$ cat config.mk
export PLATFORM = sky130hd
export DESIGN_NAME = histogram_ctrl
export DESIGN_NICKNAME = d
export VERILOG_FILES = /design/src/rtl/histogram_ctrl.sv
export SDC_FILE = /design/constraint.sdc
export NUM_CORES = 1
export LEC_CHECK = 0
export CORE_ASPECT_RATIO = 1.2
export CORE_UTILIZATION = 42
export CTS_CLUSTER_DIAMETER = 100
export DETAILED_ROUTE_END_ITERATION = 12
export GPL_ROUTABILITY_DRIVEN = 1
export PLACE_DENSITY_LB_ADDON = 0.08
export SLEW_MARGIN = 20
export SYNTH_ARGS = -nofsm -noshare
export SYNTH_HDL_FRONTEND = slang
export SYNTH_SLANG_ARGS = --single-unit
$ cat constraint.sdc
create_clock -name clk -period 5.3 [get_ports clk]
set_clock_uncertainty 0.2 [all_clocks]
set_input_delay 1.06 -clock clk [delete_from_list [all_inputs] [get_ports clk]]
set_output_delay 1.06 -clock clk [all_outputs]
set_load 0.01 [all_outputs]
$ cat src/rtl/histogram_ctrl.sv
`default_nettype none
// ============================================================================
//  Module      : histogram_ctrl
//  Description : Sequencer for a 2^ADDR_WIDTH x DATA_WIDTH dual-port
//                histogram RAM. Accumulates one pixel per cycle as a
//                read-modify-write with same-bin forwarding, streams every
//                bin out after end-of-frame (clearing on read) and zeroes
//                the RAM after reset. Port A only reads, port B only writes.
//  Revision    : 1.0  initial release
// ============================================================================
module histogram_ctrl #(
  parameter int ADDR_WIDTH = 8,
  parameter int DATA_WIDTH = 32
) (
  input  logic                  clk,
  input  logic                  rst,
  // pixel stream
  input  logic                  pix_valid,
  output logic                  pix_ready,
  input  logic [ADDR_WIDTH-1:0] pix_data,
  input  logic                  pix_eof,
  // bin result stream
  output logic                  out_valid,
  input  logic                  out_ready,
  output logic [ADDR_WIDTH-1:0] out_bin,
  output logic [DATA_WIDTH-1:0] out_count,
  output logic                  out_last,
  output logic                  busy,
  // RAM port A (read only)
  output logic [ADDR_WIDTH-1:0] ram_a_addr,
  input  logic [DATA_WIDTH-1:0] ram_a_rd_data,
  output logic                  ram_a_wr_en,
  // RAM port B (write only)
  output logic [ADDR_WIDTH-1:0] ram_b_addr,
  output logic [DATA_WIDTH-1:0] ram_b_wr_data,
  output logic                  ram_b_wr_en
);

  localparam logic [ADDR_WIDTH-1:0] c_IDX_MAX = '1;
  localparam logic [ADDR_WIDTH-1:0] c_IDX_ONE = {{(ADDR_WIDTH-1){1'b0}}, 1'b1};
  localparam logic [DATA_WIDTH-1:0] c_CNT_MAX = '1;
  localparam logic [DATA_WIDTH-1:0] c_CNT_ONE = {{(DATA_WIDTH-1){1'b0}}, 1'b1};

  typedef enum logic [2:0] {
    S_CLEAR = 3'd0,
    S_IDLE  = 3'd1,
    S_ACC   = 3'd2,
    S_DRAIN = 3'd3,
    S_RD    = 3'd4,
    S_CAP   = 3'd5,
    S_OUT   = 3'd6
  } state_t;

  state_t                r_state;
  state_t                w_state_nxt;
  logic [ADDR_WIDTH-1:0] r_idx;

  // stage 1: pixel accepted last cycle, RAM read data now available
  logic                  r_s1_valid;
  logic [ADDR_WIDTH-1:0] r_s1_bin;

  // write-back stage: the value committed last cycle, used to forward
  // past the RAM when the next pixel hits the same bin
  logic                  r_wb_valid;
  logic [ADDR_WIDTH-1:0] r_wb_bin;
  logic [DATA_WIDTH-1:0] r_wb_data;

  logic [ADDR_WIDTH-1:0] r_out_bin;
  logic [DATA_WIDTH-1:0] r_out_count;

  logic                  w_xfer;
  logic [DATA_WIDTH-1:0] w_cur;
  logic [DATA_WIDTH-1:0] w_new;

  // Current count comes from the write-back register when the previous
  // update targeted the same bin (RAM read was issued before that write).
  assign w_cur = (r_wb_valid && (r_wb_bin == r_s1_bin)) ? r_wb_data : ram_a_rd_data;
  assign w_new = (w_cur == c_CNT_MAX) ? w_cur : (w_cur + c_CNT_ONE);

  assign ram_a_wr_en = 1'b0;
  assign busy        = (r_state != S_IDLE);
  assign out_bin     = r_out_bin;
  assign out_count   = r_out_count;

  // Next-state logic and RAM/handshake control.
  always_comb begin
    w_state_nxt   = r_state;
    w_xfer        = 1'b0;
    pix_ready     = 1'b0;
    out_valid     = 1'b0;
    out_last      = 1'b0;
    ram_a_addr    = r_idx;
    ram_b_addr    = r_idx;
    ram_b_wr_data = '0;
    ram_b_wr_en   = 1'b0;

    case (r_state)
      S_CLEAR: begin
        // hold writes off while reset is still asserted
        ram_b_wr_en = !rst;
        if (r_idx == c_IDX_MAX) begin
          w_state_nxt = S_IDLE;
        end
      end
      S_IDLE, S_ACC: begin
        pix_ready  = 1'b1;
        ram_a_addr = pix_data;
        w_xfer     = pix_valid;
        if (pix_valid) begin
          w_state_nxt = pix_eof ? S_DRAIN : S_ACC;
        end
      end
      S_DRAIN: begin
        w_state_nxt = S_RD;
      end
      S_RD: begin
        w_state_nxt = S_CAP;
      end
      S_CAP: begin
        // clear-on-read: zero the bin being captured
        ram_b_wr_en = 1'b1;
        w_state_nxt = S_OUT;
      end
      S_OUT: begin
        out_valid = 1'b1;
        out_last  = (r_idx == c_IDX_MAX);
        if (out_ready) begin
          w_state_nxt = (r_idx == c_IDX_MAX) ? S_IDLE : S_RD;
        end
      end
      default: begin
        w_state_nxt = S_CLEAR;
      end
    endcase

    // Accumulate write-back; never overlaps CLEAR or CAP writes.
    if (r_s1_valid) begin
      ram_b_addr    = r_s1_bin;
      ram_b_wr_data = w_new;
      ram_b_wr_en   = 1'b1;
    end
  end

  // State register, bin index and dump output registers.
  always_ff @(posedge clk) begin
    if (rst) begin
      r_state     <= S_CLEAR;
      r_idx       <= '0;
      r_out_bin   <= '0;
      r_out_count <= '0;
    end else begin
      r_state <= w_state_nxt;
      case (r_state)
        S_CLEAR: r_idx <= r_idx + c_IDX_ONE;
        S_DRAIN: r_idx <= '0;
        S_CAP: begin
          r_out_count <= ram_a_rd_data;
          r_out_bin   <= r_idx;
        end
        S_OUT: begin
          if (out_ready) begin
            r_idx <= r_idx + c_IDX_ONE;
          end
        end
        default: ;
      endcase
    end
  end

  // Accumulate pipeline: stage-1 capture and write-back forwarding register.
  always_ff @(posedge clk) begin
    if (rst) begin
      r_s1_valid <= 1'b0;
      r_s1_bin   <= '0;
      r_wb_valid <= 1'b0;
      r_wb_bin   <= '0;
      r_wb_data  <= '0;
    end else begin
      r_s1_valid <= w_xfer;
      if (w_xfer) begin
        r_s1_bin <= pix_data;
      end
      r_wb_valid <= r_s1_valid;
      r_wb_bin   <= r_s1_bin;
      r_wb_data  <= w_new;
    end
  end

endmodule
`default_nettype wire

Word level (Yosys, flattened, before mapping) --
Index checks and enable logic that the tools add are counted.
Storage, ports and cells: logic and storage cells 50, flip-flop bits (word level) 101, bits of input ports 45, output and inout port bits 94
Operators by class: equality and inequality tests 13, muxes and demuxes 19, add/subtract/negate cells 2, reduce and logical (&&, ||, !) cells 7
Operators with widths (count):
- 2-to-1 mux 32 bit | 3
- adder 32 x 1 -> 32 bit (second input constant) | 1
- equality test 32 bit (second input constant) | 1
- 2-to-1 mux 8 bit | 3
- case mux 8 bit (3 select lines) | 1
- case mux 3 bit (6 select lines) | 1
- 2-to-1 mux 3 bit | 4
- equality test 3 bit (second input constant) | 3
- adder 8 x 1 -> 8 bit (second input constant) | 1
- equality test 8 bit | 1
- equality test 8 bit (second input constant) | 1
- equality test 3 x 2 -> 1 bit (second input constant) | 2
- 2-to-1 mux 1 bit | 6
- != test 2 bit (second input constant) | 3
- equality test 3 x 1 -> 1 bit (second input constant) | 1
- zero test 3 bit | 1
- != test 3 x 1 -> 1 bit (second input constant) | 1
- AND reduction 3 bit | 1
- nonzero test 3 bit | 1
- case mux 1 bit (2 select lines) | 1
- AND reduction 2 bit | 1
- OR reduction 2 bit | 1
- logical AND 1 bit | 1
- zero test 1 bit | 1

Logic depth before layout (Yosys ltp) --
depth in word-level cells 6, depth in mapped cells 17, gate-level depth less buffers 13

Worst setup path after synthesis --
OpenSTA, ideal clock, no wires.
path kind register to output, start point register r_s1_bin[1], end point output port ram_b_wr_data[5], arrival time 3524 ps, setup slack 516 ps, cell stages (with the launch flop) 18, buffers on the path 4, cells stage by stage dfxtp_1 -> xnor2_2 -> nand4_4 -> nor3_4 -> buf_6 -> buf_2 -> mux2i_1 -> inv_1 -> ha_1 -> clkbuf_1 -> nand4_1 -> nor4_1 -> nand2_1 -> mux2i_4 -> buf_4 -> nor3_1 -> xnor2_1 -> a211oi_1
Between the ends: cells in the longest elaborated chain, start to end 6
RTL lines:
- start: declaration | RTL line 60 | logic [ADDR_WIDTH-1:0] r_s1_bin;
- start signal: assignment | RTL line 181 | r_s1_bin <= pix_data;
- equality test 8 bit * | RTL line 77 | assign w_cur = (r_wb_valid && (r_wb_bin == r_s1_bin)) ? r_wb_data : ram_a_rd_data;
- logical AND 1 bit * | RTL line 77
- 2-to-1 mux 32 bit * | RTL line 77
- adder 32 x 1 -> 32 bit / equality test 32 bit (equally long branches) | RTL line 78 | assign w_new = (w_cur == c_CNT_MAX) ? w_cur : (w_cur + c_CNT_ONE);
- 2-to-1 mux 32 bit * | RTL line 78
- 2-to-1 mux 32 bit * | RTL line 137 | if (r_s1_valid) begin
- end: declaration | RTL line 35 | output logic [DATA_WIDTH-1:0] ram_b_wr_data,
Every way passes the cells marked *; elsewhere a longest branch is shown, timed or not.

Worst setup path in the final report --
start point input port ram_a_rd_data[0], end point output port ram_b_wr_data[27]
Between the ends: cells in the longest elaborated chain, start to end 4
RTL lines:
- start: declaration | RTL line 31 | input logic [DATA_WIDTH-1:0] ram_a_rd_data,
- 2-to-1 mux 32 bit * | RTL line 77
- adder 32 x 1 -> 32 bit / equality test 32 bit (equally long branches) | RTL line 78
- 2-to-1 mux 32 bit * | RTL line 78
- 2-to-1 mux 32 bit * | RTL line 137
Marks and branches as above.

==> metrics.txt <==
period utilization 98.0%; number of buffers added on ports 137; sequence of cells on the critical path clkdlybuf4s50_1 -> mux2i_1 -> inv_1 -> ha_4 -> nand4_1 -> nor4_2 -> nand2_1 -> nand4b_2 -> buf_4 -> a21oi_1 -> xnor2_1 -> and2_1 -> clkdlybuf4s50_1; placed inst area 0.00764 mm²; R2R cell count 16; Post-synth EDFFs 0; Starting Density 43.4%; WHS Endpoint out_count[18]$_SDFFE_PP0P_; WP data required 4040 ps; Max FO, Critical Path 5; CP Capture Type output pin; Remaining Overflow, GRT 0; WP data arrival 3930 ps; core area 0.0134 mm²; Mapped Cells 711; async set-or-reset flop fraction in the synthesized netlist 0%; # rows 46; power consumption 0.00169 W; Layout Nets 932; Bufs on Longest Clock Path 2; final core occ 61.0%; Post-DRT Antenna Nets 0; Setup CP Type in -> out; Hold Path Depth 2; CP most frequent cell clkdlybuf4s50_1; clk sinks 101; vias 5907; Place WS -227 ps; RD Place Congestion 0.886; FMAX 193 MHz; Hold Vio Cnt, Final 0; Slew Viols, Final 0; crit-path max cell delay 550 ps; CP delay by family, top buffers and inverters; Synth cell types 61; Yosys reg bits 101; Detailed Place HPWL 13900 µm; DRC Markers 0; WHS 256 ps; HP Start out_count[18]$_SDFFE_PP0P_; Leakage 3.03 nW; Clock transition at path regs 70 ps; Reg-to-Reg Start r_s1_bin[2]$_SDFFE_PP0P_; Crit-path slowest cell clkdlybuf4s50_1; die height 131 µm; Iter 0 DRT Violations 297; diode count 0; vias in the first global route 5846; Hold Crit Class reg -> reg; relative slew slack 35.9%; Synth Flop Type dfxtp_1; clock root buffer clkbuf_16; total CTS buffers 9; Tmin final 5190 ps; final worst slack 107 ps; status complete, no violations; Post-Synthesis Net Count 758; global-route wire length before repair 29900 µm; total track usage 27.4%; share of cells above drive strength 1 16.1%; worst r2r dst r_wb_data[6]$_SDFF_PP0_; I/O pins 139; total wire length 19000 µm; CTS tree done; H-Tree Depth 3; max cap viols 0; syn_area_per_cell 8.15 µm²; post-route cell area 0.00814 mm²; First-pass DRT Iterations 6; Tightest Pin Transition 961 ps; initial antenna violation count 0; Post-Syn Area 0.00579 mm²; P per Cell Area 207 mW/mm²; number of vias per cell 5.58; pin count of the biggest net entering global routing 89; DIE AREA 0.0143 mm²; wire per inst 18.0 µm; Worst R2R Setup Slack 1950 ps; Die Wd 109 µm; sequential fraction of the synthesis area 34.9%; CP Buf/Inv Count 4; final setup fails 0; Peak VDD IR 0.000213 V; RSZ-0062 raised after global routing yes; critical path startpoint category input pin; CTS Hold Bufs 0; insertion delay to the later sink of the worst-skew pair 360 ps; synthesis warning total 0; area delta synth->final 40.5%
-- how the worst max path moves through the flow --
stage	slack [ps]	end	depth (start not counted)	from
3_5_place_dp	-230	ram_b_wr_data[28]	13	ram_a_rd_data[0]
5_1_grt	-20	ram_b_wr_data[27]	13	ram_a_rd_data[1]
4_1_cts	9	ram_b_wr_data[15]	14	ram_a_rd_data[0]
6_report	110	ram_b_wr_data[27]	13	ram_a_rd_data[0]
2_1_floorplan	520	ram_b_wr_data[5]	17	r_s1_bin[1]$_SDFFE_PP0P_
3_3_place_gp	-260	ram_b_wr_data[28]	13	ram_a_rd_data[1]
-- layer usage --
metal  track usage, %  share of wire [%]
met5                0                  0
met2             47.7                 50
met1             33.1                 43
met3             4.96                4.3
met4             11.5                2.6
-- layout by cell type, fill, tap and decap left out, types with 11 or more instances in the layout --
cell,synthesis,final
a211oi_1,17,16
a21oi_1,57,55
and2_1,16,16
and3_1,11,11
buf_4,4,65
clkdlybuf4s50_1,0,118
dfxtp_1,101,101
dlymetal6s2s_1,0,11
mux2_2,18,18
mux2i_1,26,24
nand2_1,116,115
nand3_1,26,25
nand4_1,25,25
nor2_1,52,52
nor2b_1,24,24
nor3_1,24,23
nor4_1,18,16
xnor2_1,23,23
xor2_1,18,18
-- cell usage after synthesis (6+ instances only) --
cell      count  share of area, %
xor2_1       18               2.7
nand3_1      26               2.2
nor4_1       18               1.9
nor2b_1      24               2.6
a21oi_1      57               4.9
nand2_1     116               7.5
and3_1       11               1.2
a211oi_1     17               2.2
and2_1       16               1.7
o31a_1        6              0.91
nor3_1       24               2.1
nand4_1      25               2.7
clkbuf_1     29               1.9
o22a_1        9               1.4
inv_1         9              0.58
dfxtp_1     101                35
mux2_2       18               3.5
and4_1        7               1.1
mux2i_1      26               4.5
xnor2_1      23               3.5
nor2_1       52               3.4
-- cell families (layout without fill, tap and decap cells) --
kind of cell,count (synthesis),count (layout),share of synthesized area (%)
AOI/OAI and AO/OA,117,117,13.2
xor gates and xnor gates,45,45,7.32
buffers and inverters,50,229,3.82
other,1,1,0.0647
muxes,47,47,9.01
adders and majority gates,2,2,0.432
and+or+nand+nor,348,348,31.2
DFF,101,101,34.9
-- power breakdown --
part | switching [W] | internal [W] | leakage (nW) | total, W
Sequential | 0.0000253 | 0.000775 | 0.823 | 0.000800
Clock | 0.000332 | 0.000379 | 0.149 | 0.000711
Combinational | 0.0000844 | 0.0000904 | 2.06 | 0.000175
Total | 0.000441 | 0.00124 | 3.03 | 0.00169
-- worst reg2reg max path: stages (launching register included) --
cell	delay (ps)
dfxtp_1	370
xnor2_1	130
nand3_1	160
nor3_4	340
mux2i_2	280
inv_1	100
ha_4	180
nand3_1	120
nor4_4	60
buf_4	150
a21oi_2	170
mux2i_4	100
buf_12	160
buf_4	130
o31a_1	230
nor3_1	230
nor3_1	90
-- cell type report --
cell class	instances	area (µm²)
Timing Repair Buffer	204	1900
Multi-Input combinational cell	560	3650
Clock buffer	9	225
Clock inverter	7	92.6
Sequential cell	101	2020
Fill cell	1238	5210
Tap cell	168	210
Inverter	9	33.8
-- metrics by stage --
step                cells  setup TNS, ps
floorplan             711              0
global placement     1036          -1810
detailed placement   1036          -2460
CTS                  1056              0
global route         1058          -34.8
finish               1058              0
-- what timing repair did --
action,in CTS,in global routing
buffers inserted,4,2
gates resized for setup,18,21
pin swaps,3,5
setup endpoints to repair,25,25
-- flip-flops by register name, indices dropped and copies added (netlist names) --
signal / flops
out_bin: 8
out_count: 32
r_idx: 8
r_s1_bin: 8
r_s1_valid: 1
r_state: 3
r_wb_bin: 8
r_wb_data: 32
r_wb_valid: 1
Power figures use the tool's default switching activity.
